## src/rtl/traffic_phase_scheduler.sv

```systemverilog
// Demand-actuated two-road junction phase scheduler: green extension, yellow,
// all-red clearance and an optional pedestrian walk phase, Moore-decoded lamps.
module traffic_phase_scheduler #(
  parameter int CW        = 4,
  parameter int GREEN_MIN = 4,
  parameter int GREEN_MAX = 10,
  parameter int YELLOW    = 3,
  parameter int ALLRED    = 1,
  parameter int WALK      = 5
) (
  input  logic       clk,
  input  logic       reset,
  input  logic       car_a,
  input  logic       car_b,
  input  logic       ped_req,
  input  logic       hold,
  output logic [2:0] LightA,
  output logic [2:0] LightB,
  output logic       walk,
  output logic [2:0] phase
);

  localparam logic [2:0] S_A_GRN = 3'b000;
  localparam logic [2:0] S_A_YEL = 3'b001;
  localparam logic [2:0] S_AR1   = 3'b010;
  localparam logic [2:0] S_B_GRN = 3'b011;
  localparam logic [2:0] S_B_YEL = 3'b100;
  localparam logic [2:0] S_AR2   = 3'b101;
  localparam logic [2:0] S_WALK  = 3'b110;

  localparam logic [2:0] LAMP_GRN = 3'b001;
  localparam logic [2:0] LAMP_YEL = 3'b010;
  localparam logic [2:0] LAMP_RED = 3'b100;

  localparam logic [CW-1:0] GMIN_C   = CW'(GREEN_MIN);
  localparam logic [CW-1:0] GMAX_C   = CW'(GREEN_MAX);
  localparam logic [CW-1:0] YEL_C    = CW'(YELLOW);
  localparam logic [CW-1:0] ALLRED_C = CW'(ALLRED);
  localparam logic [CW-1:0] WALK_C   = CW'(WALK);
  localparam logic [CW-1:0] ONE_C    = CW'(1);

  logic [2:0]    state_q, state_d;
  logic [CW-1:0] cnt_q, cnt_d;
  logic          ped_pend_q, ped_pend_d;
  logic          nxt_b_q, nxt_b_d;

  logic          ped_any;
  logic [CW-1:0] cnt_inc;

  assign ped_any = ped_pend_q | ped_req;
  assign cnt_inc = cnt_q + ONE_C;

  always_comb begin
    state_d    = state_q;
    cnt_d      = cnt_q;
    ped_pend_d = ped_pend_q;
    nxt_b_d    = nxt_b_q;
    if (!hold) begin
      // Request latch is evaluated first so that entering WALK below clears it.
      if (ped_req && (state_q != S_WALK)) ped_pend_d = 1'b1;
      case (state_q)
        S_A_GRN: begin
          if ((cnt_q >= GMIN_C) && (car_b | ped_any) && (!car_a || (cnt_q == GMAX_C))) begin
            state_d = S_A_YEL;
            cnt_d   = ONE_C;
          end else if (cnt_q < GMAX_C) begin
            cnt_d = cnt_inc;
          end
        end
        S_A_YEL: begin
          if (cnt_q == YEL_C) begin
            state_d = S_AR1;
            cnt_d   = ONE_C;
          end else begin
            cnt_d = cnt_inc;
          end
        end
        S_AR1: begin
          nxt_b_d = 1'b0;
          if (cnt_q == ALLRED_C) begin
            cnt_d = ONE_C;
            if (ped_any) begin
              state_d    = S_WALK;
              ped_pend_d = 1'b0;
            end else begin
              state_d = S_B_GRN;
            end
          end else begin
            cnt_d = cnt_inc;
          end
        end
        S_B_GRN: begin
          if ((cnt_q >= GMIN_C) && (car_a | ped_any) && (!car_b || (cnt_q == GMAX_C))) begin
            state_d = S_B_YEL;
            cnt_d   = ONE_C;
          end else if (cnt_q < GMAX_C) begin
            cnt_d = cnt_inc;
          end
        end
        S_B_YEL: begin
          if (cnt_q == YEL_C) begin
            state_d = S_AR2;
            cnt_d   = ONE_C;
          end else begin
            cnt_d = cnt_inc;
          end
        end
        S_AR2: begin
          nxt_b_d = 1'b1;
          if (cnt_q == ALLRED_C) begin
            cnt_d = ONE_C;
            if (ped_any) begin
              state_d    = S_WALK;
              ped_pend_d = 1'b0;
            end else begin
              state_d = S_A_GRN;
            end
          end else begin
            cnt_d = cnt_inc;
          end
        end
        S_WALK: begin
          if (cnt_q == WALK_C) begin
            state_d = nxt_b_q ? S_A_GRN : S_B_GRN;
            cnt_d   = ONE_C;
          end else begin
            cnt_d = cnt_inc;
          end
        end
        default: begin
          state_d = S_A_GRN;
          cnt_d   = ONE_C;
        end
      endcase
    end
  end

  always_ff @(posedge clk) begin
    if (reset) begin
      state_q    <= S_A_GRN;
      cnt_q      <= ONE_C;
      ped_pend_q <= 1'b0;
      nxt_b_q    <= 1'b1;
    end else begin
      state_q    <= state_d;
      cnt_q      <= cnt_d;
      ped_pend_q <= ped_pend_d;
      nxt_b_q    <= nxt_b_d;
    end
  end

  always_comb begin
    LightA = LAMP_RED;
    LightB = LAMP_RED;
    walk   = 1'b0;
    case (state_q)
      S_A_GRN: LightA = LAMP_GRN;
      S_A_YEL: LightA = LAMP_YEL;
      S_B_GRN: LightB = LAMP_GRN;
      S_B_YEL: LightB = LAMP_YEL;
      S_WALK:  walk   = 1'b1;
      default: ;
    endcase
  end

  assign phase = state_q;

endmodule

```

## config.mk

```make
export PLATFORM = sky130hd
export DESIGN_NAME = traffic_phase_scheduler
export DESIGN_NICKNAME = d
export VERILOG_FILES = /design/src/rtl/traffic_phase_scheduler.sv
export SDC_FILE = /design/constraint.sdc
export NUM_CORES = 1
export LEC_CHECK = 0
export CAP_MARGIN = 25
export CORE_UTILIZATION = 50
export DETAILED_ROUTE_END_ITERATION = 6
export PLACE_DENSITY_LB_ADDON = 0.08
export SYNTH_ARGS = -nofsm -noshare
export SYNTH_HDL_FRONTEND = slang
export SYNTH_SLANG_ARGS = --single-unit
```

## constraint.sdc

```tcl
create_clock -name clk -period 3 [get_ports clk]
set_input_delay 0.6 -clock clk [delete_from_list [all_inputs] [get_ports clk]]
set_output_delay 0.6 -clock clk [all_outputs]
set_load 0.05 [all_outputs]
```

# Word-level counts from Yosys, hierarchy flattened
# Index checks and enable logic that the tools add are counted.
# Widths: inputs -> output; s select.
# totals
register_bits,9
out_inout_bits,10
wordCells,70
# classes
addsub,1
n_lt_le_gt_ge,2
n_eq_ne,18
muxes,26
bitwise_logic,4
n_reduce_logical,15
# op_table
cell,count
$mux 3,9
$mux 4,6
$pmux 3 s7,1
$pmux 4 s5,1
$ne 2x2->1 const B,7
$pmux 3 s2,2
$eq 3x3->1 const B,3
$reduce_and 8->1,1
$eq 3x2->1 const B,2
$logic_and 1x1->1,5
$mux 1,5
$add 4x1->4 const B,1
$eq 4x1->1 const B,1
$eq 4x2->1 const B,1
$eq 4x3->1 const B,1
$eq 4x4->1 const B,1
$ge 4x3->1 const B,1
$lt 4x4->1 const B,1
$reduce_or 2->1,2
$eq 3x1->1 const B,1
$logic_not 3->1,1
$ne 3x3->1 const B,1
$or 1x1->1,3
$logic_not 1->1,2
other kinds (6),7

# Longest topological paths before layout
# Gate-level depths: netlist (run 1).
# logic_depth
depth_word,6
ltp_mapped,7
ltp_nobuf,7

# Worst setup path after synthesis (run 1)
# Ideal clock, no wire load.
# synth_timing
kind,flip-flop to output port
start,"register state_q[2], in the netlist phase[2]"
end,output port LightB[2]
arrival_time_ns,2.607
slack_ns,-0.207
path_stages_with_launch,4
path_buffers,0
cell_sequence,dfxtp_1 > inv_1 > nor3_1 > nor2_1
# synth_between
elab_chain_cells,2
elab_cells_between_ends,3
classes_between,eq/ne (2); mux (1)
# synth_lines
element,line_no,rtl
"start, declared",42,"logic [2:0] state_q, state_d;"
"start signal, assigned",145,state_q <= state_d;
$eq 3x3->1 or $eq 3x2->1 (tied branches),156,case (state_q)
$pmux 3 s2 (*),156,
"end, declared",18,"output logic [2:0] LightB,"
# Every way passes the cells marked *; elsewhere a longest branch is shown, timed or not.

# Worst setup path in the final report (run 1)
# layout_timing
start,"register state_q[1], in the netlist phase[1]"
end,output port walk
# layout_between
elab_chain_cells,2
# layout_lines
element,line_no,rtl
$eq 3x3->1,156,
$mux 1,156,
"end, declared",19,"output logic walk,"
# No other way between the ends.

==> metrics.txt, run 1 <==
# TYPE chip_impl_metric gauge
chip_impl_metric{name="clock_skew",unit="ns"} 0.0002368
chip_impl_metric{name="sw_frac_of_total",unit=""} 0.3116
chip_impl_metric{name="synth_simple_gate_area_frac",unit=""} 0.2907
chip_impl_metric{name="drt_drc_violations_left",unit=""} 0
chip_impl_metric{name="placement.setup.worst_slack",unit="ns"} 0.5280
chip_impl_metric{name="placement.io_buffers",unit=""} 15
chip_impl_metric{name="flop_pwr_share",unit=""} 0.455
chip_impl_metric{name="fp.dieArea",unit="sq um"} 1873
chip_impl_metric{name="dieHeight",unit="microns"} 43.28
chip_impl_info{name="critical_path.startpoint_type",value="flop"} 1
chip_impl_metric{name="synthesis.area",unit="sq um"} 852.1
chip_impl_metric{name="finalCritPeriodShare",unit=""} 0.9244
chip_impl_metric{name="floorplan.initialDensity",unit=""} 0.5528
chip_impl_metric{name="final_util",unit=""} 0.6680
chip_impl_metric{name="critical_path_arrival",unit="ns"} 2.17
chip_impl_info{name="synth.top_cells.by_area",value="sky130_fd_sc_hd__dfxtp_1 21%, sky130_fd_sc_hd__nor2_1 7.9%, sky130_fd_sc_hd__o21ai_0 6.5%"} 1
chip_impl_metric{name="postSynthRegisterBits",unit=""} 9
chip_impl_metric{name="worst_setup_hold_path_clk_slew",unit="ns"} 0.07
chip_impl_metric{name="adder_cell_fraction_of_synth_area",unit=""} 0.02937
chip_impl_metric{name="route.detailed.vias_per_inst",unit=""} 6.429
chip_impl_metric{name="drive_gt1_frac",unit=""} 0.07634
chip_impl_metric{name="detailedRoute.firstPassIterationCount",unit=""} 5
chip_impl_metric{name="final_critical_path_setup_slack",unit="ns"} 0.2268
chip_impl_metric{name="antenna_found_initial",unit=""} 0
chip_impl_metric{name="synthToLayoutAreaGrowth",unit="%"} 20.85
chip_impl_metric{name="place_area",unit="sq um"} 1003
chip_impl_metric{name="async_flop_share",unit=""} 0
chip_impl_metric{name="fp.coreArea",unit="sq um"} 1541
chip_impl_metric{name="tightest_slew",unit="ns"} 0.6060
chip_impl_metric{name="top_level_ports",unit=""} 16
chip_impl_metric{name="synthDominantCellAreaShare",unit=""} 0.2115
chip_impl_metric{name="cellInternalPower",unit="mW"} 0.2076
chip_impl_metric{name="r2r_setup_slack",unit="ns"} 0.59
chip_impl_metric{name="syn_nets",unit=""} 126
chip_impl_metric{name="setup-violations-final",unit=""} 0
chip_impl_metric{name="critical_path.max_fanout",unit=""} 18
chip_impl_metric{name="slew_headroom",unit=""} 0.5954
chip_impl_info{name="yosys.area.top_type",value="sky130_fd_sc_hd__dfxtp_1"} 1
chip_impl_info{name="hp-class",value="flop to flop"} 1
chip_impl_metric{name="grt_pass1_wl",unit="microns"} 3767
chip_impl_metric{name="synthXorXnorAreaFrac",unit=""} 0.03084
chip_impl_metric{name="sequential_cell_area",unit="sq um"} 180.2
chip_impl_metric{name="cts.repair_timing.setup_buffer_count",unit=""} 0
chip_impl_metric{name="die_width",unit="microns"} 43.28
chip_impl_metric{name="finish.instance_area",unit="sq um"} 1030
chip_impl_info{name="tritoncts_clock_tree",value="done"} 1
chip_impl_metric{name="synthesis.instances",unit=""} 118
chip_impl_metric{name="maximum_number_of_pins_on_one_net_before_global_route_repair",unit=""} 20
chip_impl_info{name="cts_root_buf",value="sky130_fd_sc_hd__clkbuf_4"} 1
chip_impl_metric{name="synth_compound_gate_area_share",unit=""} 0.3421
chip_impl_metric{name="portion_of_netlist_area_occupied_by_mux_cells",unit=""} 0.02349
chip_impl_metric{name="post_detailed_placement_half_perimeter_wirelength",unit="microns"} 1569
chip_impl_metric{name="post_synth_num_cell_types",unit=""} 42
chip_impl_metric{name="p_per_area",unit="nW/um^2"} 292.9
chip_impl_info{name="synth_top_family_by_area",value="compound AO/OA/AOI/OAI gates"} 1
chip_impl_metric{name="fill_cells",unit=""} 139
chip_impl_metric{name="fin_cells",unit=""} 147
chip_impl_metric{name="cts_buffer_count",unit=""} 3
chip_impl_metric{name="p_leak",unit="nW"} 0.3752
chip_impl_metric{name="routed_wire_length_per_instance",unit="microns"} 15.20
chip_impl_metric{name="track_usage",unit=""} 0.2663
chip_impl_metric{name="core.rowCount",unit=""} 14
chip_impl_metric{name="routabilityCongestion",unit=""} 0.8355
chip_impl_metric{name="hold_viol_final",unit=""} 0
chip_impl_metric{name="antenna-diode-count",unit=""} 0
chip_impl_metric{name="drt-total-wl",unit="microns"} 2235
chip_impl_info{name="setup_repair_after_global_routing_missed_its_margin",value="false"} 1
chip_impl_metric{name="p_clk_frac",unit=""} 0.325
chip_impl_metric{name="clockBufferDepth",unit=""} 2
chip_impl_info{name="postSynth.topFlopCell",value="sky130_fd_sc_hd__dfxtp_1"} 1
chip_impl_metric{name="critical_path_required",unit="ns"} 2.40
chip_impl_metric{name="grt_overflow",unit=""} 0
chip_impl_metric{name="fmaxAchievable",unit="GHz"} 0.3606
chip_impl_metric{name="ys_seq_area_frac",unit=""} 0.2115
chip_impl_metric{name="drt.antenna.violating_nets",unit=""} 0
chip_impl_metric{name="multiInputGateArea",unit="sq um"} 615.6
chip_impl_metric{name="clock_sink_count",unit=""} 9
chip_impl_info{name="run_status",value="completed"} 1
chip_impl_metric{name="initialDrtViolationCount",unit=""} 41
chip_impl_metric{name="detailroute.via_count",unit=""} 945
chip_impl_metric{name="yosysWarningCount",unit=""} 0
chip_impl_metric{name="clock_insertion_delay_worst_skew",unit="ns"} 0.26
chip_impl_info{name="timing_worst_setup_path_type",value="flop to output pin"} 1
chip_impl_metric{name="syn_area_per_cell",unit="sq um"} 7.221
chip_impl_metric{name="final_max_slew_viol_count",unit=""} 0
chip_impl_metric{name="cts_repair_resize_count",unit=""} 0
chip_impl_metric{name="finish.net_count",unit=""} 140
chip_impl_metric{name="post_cts_hold_buffer_count",unit=""} 0
chip_impl_metric{name="grt_pass1_vias",unit=""} 811
chip_impl_metric{name="ctsHtreeMaxLevel",unit=""} 1
chip_impl_metric{name="power.switching",unit="mW"} 0.09397
chip_impl_metric{name="final.setup.tns",unit="ns"} 0
chip_impl_info{name="critPathCaptureType",value="output pin"} 1
chip_impl_metric{name="post_place_cells",unit=""} 143
chip_impl_metric{name="vdd_ir_drop_max",unit="mV"} 0.3041
chip_impl_metric{name="power_frac_comb",unit=""} 0.220
chip_impl_metric{name="final.min_clock_period",unit="ns"} 2.773
chip_impl_metric{name="number_of_enable_type_register_cells_in_the_synthesized_netlist",unit=""} 0
chip_impl_metric{name="cap_viol_max_count",unit=""} 0
## power by group through the flow
stage	Combinational, mW	Clock, mW	Sequential, mW
floorplan	0.0492	0	0.135
global placement	0.0645	0	0.139
detailed placement	0.0653	0	0.140
CTS	0.0657	0.102	0.137
global route	0.0737	0.105	0.138
finish	0.0663	0.0982	0.137
## synth_stat cells (2+ instances only)
master,n
sky130_fd_sc_hd__nor2_1,18
sky130_fd_sc_hd__o21ai_0,11
sky130_fd_sc_hd__dfxtp_1,9
sky130_fd_sc_hd__nand2_1,7
sky130_fd_sc_hd__inv_1,6
sky130_fd_sc_hd__a21oi_1,5
sky130_fd_sc_hd__nand2b_1,5
sky130_fd_sc_hd__clkbuf_1,4
sky130_fd_sc_hd__nor3_1,4
sky130_fd_sc_hd__o32ai_1,4
sky130_fd_sc_hd__nand3_1,3
sky130_fd_sc_hd__nor3b_1,3
sky130_fd_sc_hd__xor2_1,3
sky130_fd_sc_hd__a211oi_1,2
sky130_fd_sc_hd__a21o_1,2
sky130_fd_sc_hd__buf_1,2
sky130_fd_sc_hd__ha_1,2
sky130_fd_sc_hd__mux2i_1,2
sky130_fd_sc_hd__o22ai_1,2
sky130_fd_sc_hd__o2bb2ai_1,2
## stage by stage
stage	hold WS (ns)	total power, mW
final	0.5499	0.3016
after floorplan	0.4742	0.1842
after CTS	0.5534	0.3042
after detailed placement	0.5379	0.2048
after global placement	0.5166	0.2036
after global routing	0.5805	0.3167
## layout by cell type (no fill, tap or decap), types with 3 or more instances in the layout
cell type / n
sky130_fd_sc_hd__nor2_1: 18
sky130_fd_sc_hd__clkdlybuf4s50_1: 15
sky130_fd_sc_hd__o21ai_0: 11
sky130_fd_sc_hd__dfxtp_1: 9
sky130_fd_sc_hd__nand2_1: 7
sky130_fd_sc_hd__inv_1: 6
sky130_fd_sc_hd__nand2b_1: 5
sky130_fd_sc_hd__a21oi_1: 5
sky130_fd_sc_hd__o32ai_1: 4
sky130_fd_sc_hd__nand3_1: 3
sky130_fd_sc_hd__nor3_1: 3
sky130_fd_sc_hd__nor3b_1: 3
sky130_fd_sc_hd__xor2_1: 3
sky130_fd_sc_hd__clkbuf_4: 3
## kinds of logic (layout without fill, tap and decap cells)
family	after synthesis	in the layout
adder cells (fa/ha/maj)	2	2
buffers and inverters	14	27
XOR/XNOR	3	3
multiplexers	2	2
flip-flops	9	9
AND/OR/NAND/NOR	48	48
AO/OA/AOI/OAI	40	40
## metal layers
| layer | wire length [microns] | track usage | up-vias |
|---|---|---|---|
| met4 | 19 | 0.1152 | 0 |
| met5 | 0 | 0 | - |
| met3 | 173 | 0.03830 | 2 |
| met2 | 969 | 0.3791 | 44 |
| li1 | - | - | 468 |
| met1 | 1073 | 0.3918 | 431 |
## area by class of cell
type,count,share of cell area
multi-input combinational,95,0.5978
tap,16,0.01944
clock buffer,4,0.02552
sequential,9,0.1750
inverter,6,0.02187
timing repair buffer,17,0.1604
## critical path: stages (launching register included)
cell	delay (ns)
sky130_fd_sc_hd__dfxtp_1	0.67
sky130_fd_sc_hd__nand2b_1	0.24
sky130_fd_sc_hd__nor2_1	0.18
sky130_fd_sc_hd__clkdlybuf4s50_1	0.82
## final timing paths
kind,to,cells past startpoint,from
max reg2reg,phase[2],6,cnt_q[0]
max,walk,3,phase[1]
min,ped_pend_q,2,ped_pend_q
min reg2reg,ped_pend_q,2,ped_pend_q
## flip-flops by register name (all words and copies together) (netlist names)
signal / cells
cnt_q: 4
ped_pend_q: 1
phase: 3
nxt_b_q: 1
Power figures use the tool's default switching activity.
==> inputs of run 2 (changes only) <==
Settings changed: CORE_UTILIZATION 50 to 36, PLACE_DENSITY_LB_ADDON 0.08 to not set.
==> run 2 against run 1 <==
  * Setup slack improved by 0.0029 ns
  * First-iteration DRC count decreased by 17%
  * Sequential cell count unchanged
  * Register-to-register slack improved by 0.02 ns
  * Final area increased by 2.9%
  * Critical path depth unchanged
  * Die area increased by 37%
  * Non-clock buffer count increased by 2
  * Largest cell class unchanged
  * Largest power group unchanged
==> metrics.txt, run 2 (same netlist as run 1, synthesis figures left out) <==
# TYPE chip_impl_metric gauge
chip_impl_metric{name="post_detailed_placement_half_perimeter_wirelength",unit="microns"} 1706
chip_impl_metric{name="critical_path_required",unit="ns"} 2.40
chip_impl_metric{name="final_critical_path_setup_slack",unit="ns"} 0.2297
chip_impl_metric{name="drt.antenna.violating_nets",unit=""} 0
chip_impl_metric{name="finish.instance_area",unit="sq um"} 1060
chip_impl_metric{name="grt_pass1_vias",unit=""} 878
chip_impl_info{name="final_cell_mix",value="18 x sky130_fd_sc_hd__nor2_1, 15 x sky130_fd_sc_hd__clkdlybuf4s50_1, 11 x sky130_fd_sc_hd__o21ai_0"} 1
chip_impl_metric{name="worst_setup_hold_path_clk_slew",unit="ns"} 0.07
chip_impl_metric{name="sequential_cell_area",unit="sq um"} 180.2
chip_impl_metric{name="track_usage",unit=""} 0.2120
chip_impl_metric{name="drive_gt1_frac",unit=""} 0.09023
chip_impl_metric{name="dieHeight",unit="microns"} 50.65
chip_impl_metric{name="grt_pass1_wl",unit="microns"} 4022
chip_impl_metric{name="initialDrtViolationCount",unit=""} 34
chip_impl_metric{name="clockBufferDepth",unit=""} 2
chip_impl_metric{name="post_cts_hold_buffer_count",unit=""} 0
chip_impl_metric{name="fp.dieArea",unit="sq um"} 2565
chip_impl_metric{name="place_area",unit="sq um"} 1033
chip_impl_metric{name="cts_buffer_count",unit=""} 3
chip_impl_info{name="cts_root_buf",value="sky130_fd_sc_hd__clkbuf_4"} 1
chip_impl_metric{name="route.detailed.vias_per_inst",unit=""} 5.994
chip_impl_metric{name="cts_repair_resize_count",unit=""} 0
chip_impl_metric{name="cap_viol_max_count",unit=""} 0
chip_impl_metric{name="fmaxAchievable",unit="GHz"} 0.3610
chip_impl_metric{name="drt-total-wl",unit="microns"} 2440
chip_impl_metric{name="ctsHtreeMaxLevel",unit=""} 1
chip_impl_metric{name="clock_sink_count",unit=""} 9
chip_impl_metric{name="critical_path_arrival",unit="ns"} 2.17
chip_impl_metric{name="detailedRoute.firstPassIterationCount",unit=""} 4
chip_impl_metric{name="placement.setup.worst_slack",unit="ns"} 0.5538
chip_impl_metric{name="fp.coreArea",unit="sq um"} 2212
chip_impl_metric{name="placement.io_buffers",unit=""} 15
chip_impl_info{name="tritoncts_clock_tree",value="done"} 1
chip_impl_metric{name="multiInputGateArea",unit="sq um"} 615.6
chip_impl_metric{name="slew_headroom",unit=""} 0.5938
chip_impl_metric{name="setup-violations-final",unit=""} 0
chip_impl_metric{name="clock_skew",unit="ns"} 0.004718
chip_impl_metric{name="hold_viol_final",unit=""} 0
chip_impl_metric{name="finalCritPeriodShare",unit=""} 0.9234
chip_impl_info{name="hp-class",value="flop to flop"} 1
chip_impl_metric{name="flip_flop_count_of_the_largest_register_after_layout",unit=""} 4
chip_impl_metric{name="fin_cells",unit=""} 161
chip_impl_metric{name="antenna_found_initial",unit=""} 0
chip_impl_metric{name="critical_path.max_fanout",unit=""} 16
chip_impl_metric{name="drt_drc_violations_left",unit=""} 0
chip_impl_metric{name="p_per_area",unit="nW/um^2"} 290.9
chip_impl_info{name="critPathCaptureType",value="output pin"} 1
chip_impl_metric{name="grt_overflow",unit=""} 0
chip_impl_metric{name="final.min_clock_period",unit="ns"} 2.770
chip_impl_metric{name="final.setup.tns",unit="ns"} 0
chip_impl_metric{name="p_leak",unit="nW"} 0.3848
chip_impl_metric{name="vdd_ir_drop_max",unit="mV"} 0.2038
chip_impl_metric{name="clock_insertion_delay_worst_skew",unit="ns"} 0.28
chip_impl_info{name="critical_path.startpoint_type",value="flop"} 1
chip_impl_info{name="timing_worst_setup_path_type",value="flop to output pin"} 1
chip_impl_metric{name="finish.net_count",unit=""} 142
chip_impl_metric{name="routabilityCongestion",unit=""} 0.7869
chip_impl_info{name="final_common_cell",value="sky130_fd_sc_hd__nor2_1"} 1
chip_impl_metric{name="antenna-diode-count",unit=""} 0
chip_impl_metric{name="synthToLayoutAreaGrowth",unit="%"} 24.38
chip_impl_metric{name="die_width",unit="microns"} 50.65
chip_impl_metric{name="final_max_slew_viol_count",unit=""} 0
chip_impl_info{name="setup_repair_after_global_routing_missed_its_margin",value="false"} 1
chip_impl_metric{name="post_place_cells",unit=""} 157
chip_impl_info{name="max_flop_register",value="cnt_q"} 1
chip_impl_metric{name="detailroute.via_count",unit=""} 965
chip_impl_metric{name="fill_cells",unit=""} 239
chip_impl_metric{name="floorplan.initialDensity",unit=""} 0.3852
chip_impl_info{name="run_status",value="completed"} 1
chip_impl_metric{name="tightest_slew",unit="ns"} 0.6085
chip_impl_metric{name="routed_wire_length_per_instance",unit="microns"} 15.16
chip_impl_metric{name="timing.hold.ws",unit="ns"} 0.5307
chip_impl_metric{name="core.rowCount",unit=""} 17
chip_impl_metric{name="top_level_ports",unit=""} 16
chip_impl_metric{name="cts.repair_timing.setup_buffer_count",unit=""} 0
chip_impl_metric{name="maximum_number_of_pins_on_one_net_before_global_route_repair",unit=""} 20
==> run 2: cell count changes in the layout (fill, tap and decap cells not counted), sizes merged <==
| cell | before | now |
|---|---|---|
| buf | 2 | 4 |
==> run 2: routing by layer <==
layer | part of all wire | global-route usage
met3 | 0.048 | 0.02424
met1 | 0.47 | 0.2968
met2 | 0.46 | 0.3200
met5 | 0 | 0
met4 | 0.017 | 0.09722
==> run 2: worst paths after layout <==
kind | cells past startpoint | startpoint | slack, ns | to
min | 2 | nxt_b_q | 0.53 | nxt_b_q
max reg2reg | 6 | cnt_q[0] | 0.61 | phase[2]
min reg2reg | 2 | nxt_b_q | 0.53 | nxt_b_q
max | 3 | phase[0] | 0.23 | LightB[0]
==> run 2: cell type report <==
type / count / area share
multi-input cells: 95 / 0.5809
flip-flops and latches: 9 / 0.1700
repair buffers: 19 / 0.1700
well taps: 28 / 0.03306
clock buffers: 4 / 0.02479
inverters: 6 / 0.02125
==> run 2: critical path, cell delays in order (launching register included) <==
cell                              delay [ns]
sky130_fd_sc_hd__dfxtp_1                0.69
sky130_fd_sc_hd__nand3_1                0.22
sky130_fd_sc_hd__inv_1                  0.16
sky130_fd_sc_hd__clkdlybuf4s50_1        0.82
==> run 2: metrics by stage <==
stage | power, mW | utilization
floorplan | 0.1842 | -
global route | 0.3259 | 0.4791
CTS | 0.3072 | 0.4791
detailed placement | 0.2051 | 0.4672
global placement | 0.2040 | 0.4672
finish | 0.3083 | 0.4791
==> run 2: where the power goes <==
group / internal, mW / switching (mW) / total, mW
Clock: 0.0516 / 0.0536 / 0.105
Combinational: 0.0314 / 0.0350 / 0.0664
Sequential: 0.125 / 0.0117 / 0.137
==> inputs of run 3 (changes only) <==
Settings changed: ABC_AREA set to 1, PLACE_DENSITY set to 0.71.
==> run 3 against run 2 <==
  * Via count shrank 12%
  * Maximum frequency rose by 4.7%
  * Sequential share of layout area is 1.1 points higher
  * Clock power decreased by 10%
  * Highest routed layer unchanged
==> metrics.txt, run 3 <==
# TYPE chip_impl_metric gauge
chip_impl_info{name="run_status",value="completed"} 1
chip_impl_info{name="setup_repair_after_global_routing_missed_its_margin",value="false"} 1
chip_impl_info{name="postSynth.topFlopCell",value="sky130_fd_sc_hd__dfxtp_1"} 1
chip_impl_metric{name="place_area",unit="sq um"} 967.2
chip_impl_metric{name="grt_pass1_wl",unit="microns"} 3174
chip_impl_metric{name="detailedRoute.firstPassIterationCount",unit=""} 4
chip_impl_info{name="critical_path.startpoint_type",value="flop"} 1
chip_impl_metric{name="final_max_slew_viol_count",unit=""} 0
chip_impl_metric{name="post_detailed_placement_half_perimeter_wirelength",unit="microns"} 1441
chip_impl_metric{name="synthesis.instances",unit=""} 138
chip_impl_metric{name="die_width",unit="microns"} 49.35
chip_impl_info{name="timing.rr.end",value="phase[1]"} 1
chip_impl_metric{name="finish.net_count",unit=""} 163
chip_impl_info{name="final_cell_mix",value="40 x sky130_fd_sc_hd__nand2_1, 18 x sky130_fd_sc_hd__nor2_1, 15 x sky130_fd_sc_hd__clkdlybuf4s50_1"} 1
chip_impl_metric{name="yosysWarningCount",unit=""} 0
chip_impl_metric{name="cts_repair_resize_count",unit=""} 0
chip_impl_info{name="yosysMostFrequentCell",value="sky130_fd_sc_hd__nand2_1"} 1
chip_impl_info{name="max_flop_register",value="cnt_q"} 1
chip_impl_metric{name="async_flop_share",unit=""} 0
chip_impl_metric{name="critical_path_arrival",unit="ns"} 2.04
chip_impl_metric{name="fp.coreArea",unit="sq um"} 2042
chip_impl_metric{name="drt.antenna.violating_nets",unit=""} 0
chip_impl_metric{name="cts_buffer_count",unit=""} 3
chip_impl_metric{name="vdd_ir_drop_max",unit="mV"} 0.8248
chip_impl_metric{name="worstRegToRegCells",unit=""} 8
chip_impl_metric{name="initialDrtViolationCount",unit=""} 7
chip_impl_metric{name="placement.io_buffers",unit=""} 15
chip_impl_metric{name="p_leak",unit="nW"} 0.4760
chip_impl_info{name="routed.top_layer",value="met4"} 1
chip_impl_metric{name="hold_viol_final",unit=""} 0
chip_impl_metric{name="finalCritPeriodShare",unit=""} 0.8816
chip_impl_metric{name="worst_setup_hold_path_clk_slew",unit="ns"} 0.06
chip_impl_metric{name="final.min_clock_period",unit="ns"} 2.645
chip_impl_info{name="tritoncts_clock_tree",value="done"} 1
chip_impl_metric{name="clock_sink_count",unit=""} 9
chip_impl_info{name="final_common_cell",value="sky130_fd_sc_hd__nand2_1"} 1
chip_impl_info{name="yosys.area.top_type",value="sky130_fd_sc_hd__dfxtp_1"} 1
chip_impl_metric{name="dieHeight",unit="microns"} 49.35
chip_impl_metric{name="drive_gt1_frac",unit=""} 0.1494
chip_impl_metric{name="clock_skew",unit="ns"} 0.0004282
chip_impl_metric{name="grt_overflow",unit=""} 0
chip_impl_metric{name="routed_wire_length_per_instance",unit="microns"} 10.07
chip_impl_metric{name="critical_path.max_fanout",unit=""} 8
chip_impl_metric{name="timing.hold.ws",unit="ns"} 0.4838
chip_impl_info{name="cts_root_buf",value="sky130_fd_sc_hd__clkbuf_4"} 1
chip_impl_metric{name="fp.dieArea",unit="sq um"} 2435
chip_impl_info{name="synth.top_cells.by_area",value="sky130_fd_sc_hd__dfxtp_1 22%, sky130_fd_sc_hd__nand2_1 19%, sky130_fd_sc_hd__nor2_1 8.4%"} 1
chip_impl_info{name="path_delay_family",value="buffers and inverters"} 1
chip_impl_metric{name="postSynthRegisterBits",unit=""} 9
chip_impl_metric{name="number_of_cells_on_the_critical_path",unit=""} 5
chip_impl_metric{name="p_per_area",unit="nW/um^2"} 1155
chip_impl_metric{name="cpPeakStageDelay",unit="ns"} 0.83
chip_impl_metric{name="ctsHtreeMaxLevel",unit=""} 1
chip_impl_metric{name="finish.instance_area",unit="sq um"} 993.5
chip_impl_info{name="crit_chain",value="nor2_1 > nand2_1 > inv_1 > nor2_1 > clkdlybuf4s50_1"} 1
chip_impl_metric{name="critical_path_required",unit="ns"} 2.40
chip_impl_metric{name="post_cts_hold_buffer_count",unit=""} 0
chip_impl_metric{name="floorplan.initialDensity",unit=""} 0.3952
chip_impl_metric{name="fmaxAchievable",unit="GHz"} 0.3781
chip_impl_metric{name="track_usage",unit=""} 0.1676
chip_impl_metric{name="drt_drc_violations_left",unit=""} 0
chip_impl_info{name="hp-class",value="flop to flop"} 1
chip_impl_metric{name="antenna_found_initial",unit=""} 0
chip_impl_metric{name="top_level_ports",unit=""} 16
chip_impl_metric{name="final.setup.tns",unit="ns"} 0
chip_impl_metric{name="route.detailed.vias_per_inst",unit=""} 4.702
chip_impl_metric{name="antenna-diode-count",unit=""} 0
chip_impl_info{name="timing_worst_setup_path_type",value="flop to output pin"} 1
chip_impl_metric{name="post_synth_num_cell_types",unit=""} 23
chip_impl_metric{name="r2r_setup_slack",unit="ns"} 1.38
chip_impl_metric{name="drt-total-wl",unit="microns"} 1822
chip_impl_metric{name="route.layer.met1.wl",unit="microns"} 961
chip_impl_metric{name="cap_viol_max_count",unit=""} 0
chip_impl_metric{name="maximum_number_of_pins_on_one_net_before_global_route_repair",unit=""} 11
chip_impl_metric{name="detailroute.via_count",unit=""} 851
chip_impl_metric{name="synthesis.area",unit="sq um"} 807.0
chip_impl_metric{name="flip_flop_count_of_the_largest_register_after_layout",unit=""} 4
chip_impl_metric{name="fill_cells",unit=""} 222
chip_impl_info{name="critical_path.endpoint",value="LightB[2]"} 1
chip_impl_metric{name="routed-wl-met2",unit="microns"} 770
chip_impl_metric{name="slew_headroom",unit=""} 0.6669
chip_impl_info{name="startpoint",value="phase[0]"} 1
chip_impl_metric{name="cts.repair_timing.setup_buffer_count",unit=""} 0
chip_impl_metric{name="met3_wirelength",unit="microns"} 46
chip_impl_metric{name="routabilityCongestion",unit=""} 0.7967
chip_impl_metric{name="synthDominantCellAreaShare",unit=""} 0.2233
chip_impl_info{name="synth_commonest_cells",value="40 x sky130_fd_sc_hd__nand2_1, 18 x sky130_fd_sc_hd__nor2_1, 14 x sky130_fd_sc_hd__inv_1"} 1
chip_impl_info{name="critPathMostFrequentCell",value="sky130_fd_sc_hd__nor2_1"} 1
chip_impl_info{name="worst_reg2reg_path_startpoint",value="cnt_q[0]"} 1
chip_impl_metric{name="tightest_slew",unit="ns"} 0.4981
chip_impl_metric{name="syn_nets",unit=""} 146
chip_impl_metric{name="grt_pass1_vias",unit=""} 772
chip_impl_info{name="critPathCaptureType",value="output pin"} 1
chip_impl_metric{name="synthToLayoutAreaGrowth",unit="%"} 23.10
chip_impl_metric{name="setup-violations-final",unit=""} 0
chip_impl_metric{name="clockBufferDepth",unit=""} 2
chip_impl_info{name="crit_path_top_delay_cell",value="sky130_fd_sc_hd__clkdlybuf4s50_1"} 1
chip_impl_metric{name="crit_path_buf_inv_count",unit=""} 2
chip_impl_metric{name="clock_insertion_delay_worst_skew",unit="ns"} 0.26
chip_impl_metric{name="core.rowCount",unit=""} 16
chip_impl_metric{name="number_of_enable_type_register_cells_in_the_synthesized_netlist",unit=""} 0
chip_impl_metric{name="ys_seq_area_frac",unit=""} 0.2233
chip_impl_metric{name="syn_area_per_cell",unit="sq um"} 5.848
## run 3: per-layer routing
layer  vias up  GRT usage
met5         -          0
met4         0     0.1029
met3         5   0.009346
met2        13     0.2717
met1       368     0.2154
li1        465          -
## run 3: power breakdown
part	internal (mW)	switching, mW	total, mW
registers	0.152	0.0640	0.216
logic	0.278	0.560	0.838
clock network	0.0513	0.0429	0.0942
total	0.481	0.667	1.15
## run 3: worst register-to-register path, cell delays in order (launching register included)
cell	delay, ns
sky130_fd_sc_hd__dfxtp_1	0.55
sky130_fd_sc_hd__ha_1	0.25
sky130_fd_sc_hd__nand3_1	0.12
sky130_fd_sc_hd__nand2_2	0.12
sky130_fd_sc_hd__nand3_4	0.09
sky130_fd_sc_hd__nor2_4	0.11
sky130_fd_sc_hd__nand2_4	0.06
sky130_fd_sc_hd__o21ai_0	0.16
sky130_fd_sc_hd__nor2_1	0.06
## run 3: worst min-delay path by stage
stage	slack (ns)	cells after the start	end	from
3_5_place_dp	0.47	2	ped_pend_q	ped_pend_q
2_1_floorplan	0.44	2	nxt_b_q	nxt_b_q
4_1_cts	0.48	2	ped_pend_q	ped_pend_q
6_report	0.48	2	ped_pend_q	ped_pend_q
3_3_place_gp	0.46	2	ped_pend_q	ped_pend_q
5_1_grt	0.50	2	ped_pend_q	ped_pend_q
## run 3: logic make-up after synthesis
logic type | after synthesis | share of synthesized area
AND/OR/NAND/NOR | 81 | 0.4698
AO/OA/AOI/OAI | 20 | 0.1256
adder cells (fa/ha/maj) | 2 | 0.03100
flip-flops | 9 | 0.2233
buffers and inverters | 24 | 0.1287
XOR/XNOR | 2 | 0.02171
## run 3: cell type report
| class | instances | area, sq um | share of cell area |
|---|---|---|---|
| Multi-Input combinational cell | 105 | 523.0 | 0.5264 |
| Sequential cell | 9 | 180.2 | 0.1814 |
| Timing Repair Buffer | 15 | 150.1 | 0.1511 |
| Inverter | 21 | 80.08 | 0.08060 |
| Tap cell | 27 | 33.78 | 0.03401 |
| Clock buffer | 4 | 26.28 | 0.02645 |
## run 3: through the flow
stage / std cells / setup slack (ns) / power [mW] / util
2_1_floorplan: 138 / 0.3471 / 0.8566 / -
3_3_place_gp: 177 / 0.6783 / 1.042 / 0.4737
3_5_place_dp: 177 / 0.6399 / 1.054 / 0.4737
4_1_cts: 181 / 0.3503 / 1.152 / 0.4865
5_1_grt: 181 / 0.2463 / 1.262 / 0.4865
6_report: 181 / 0.3553 / 1.148 / 0.4865
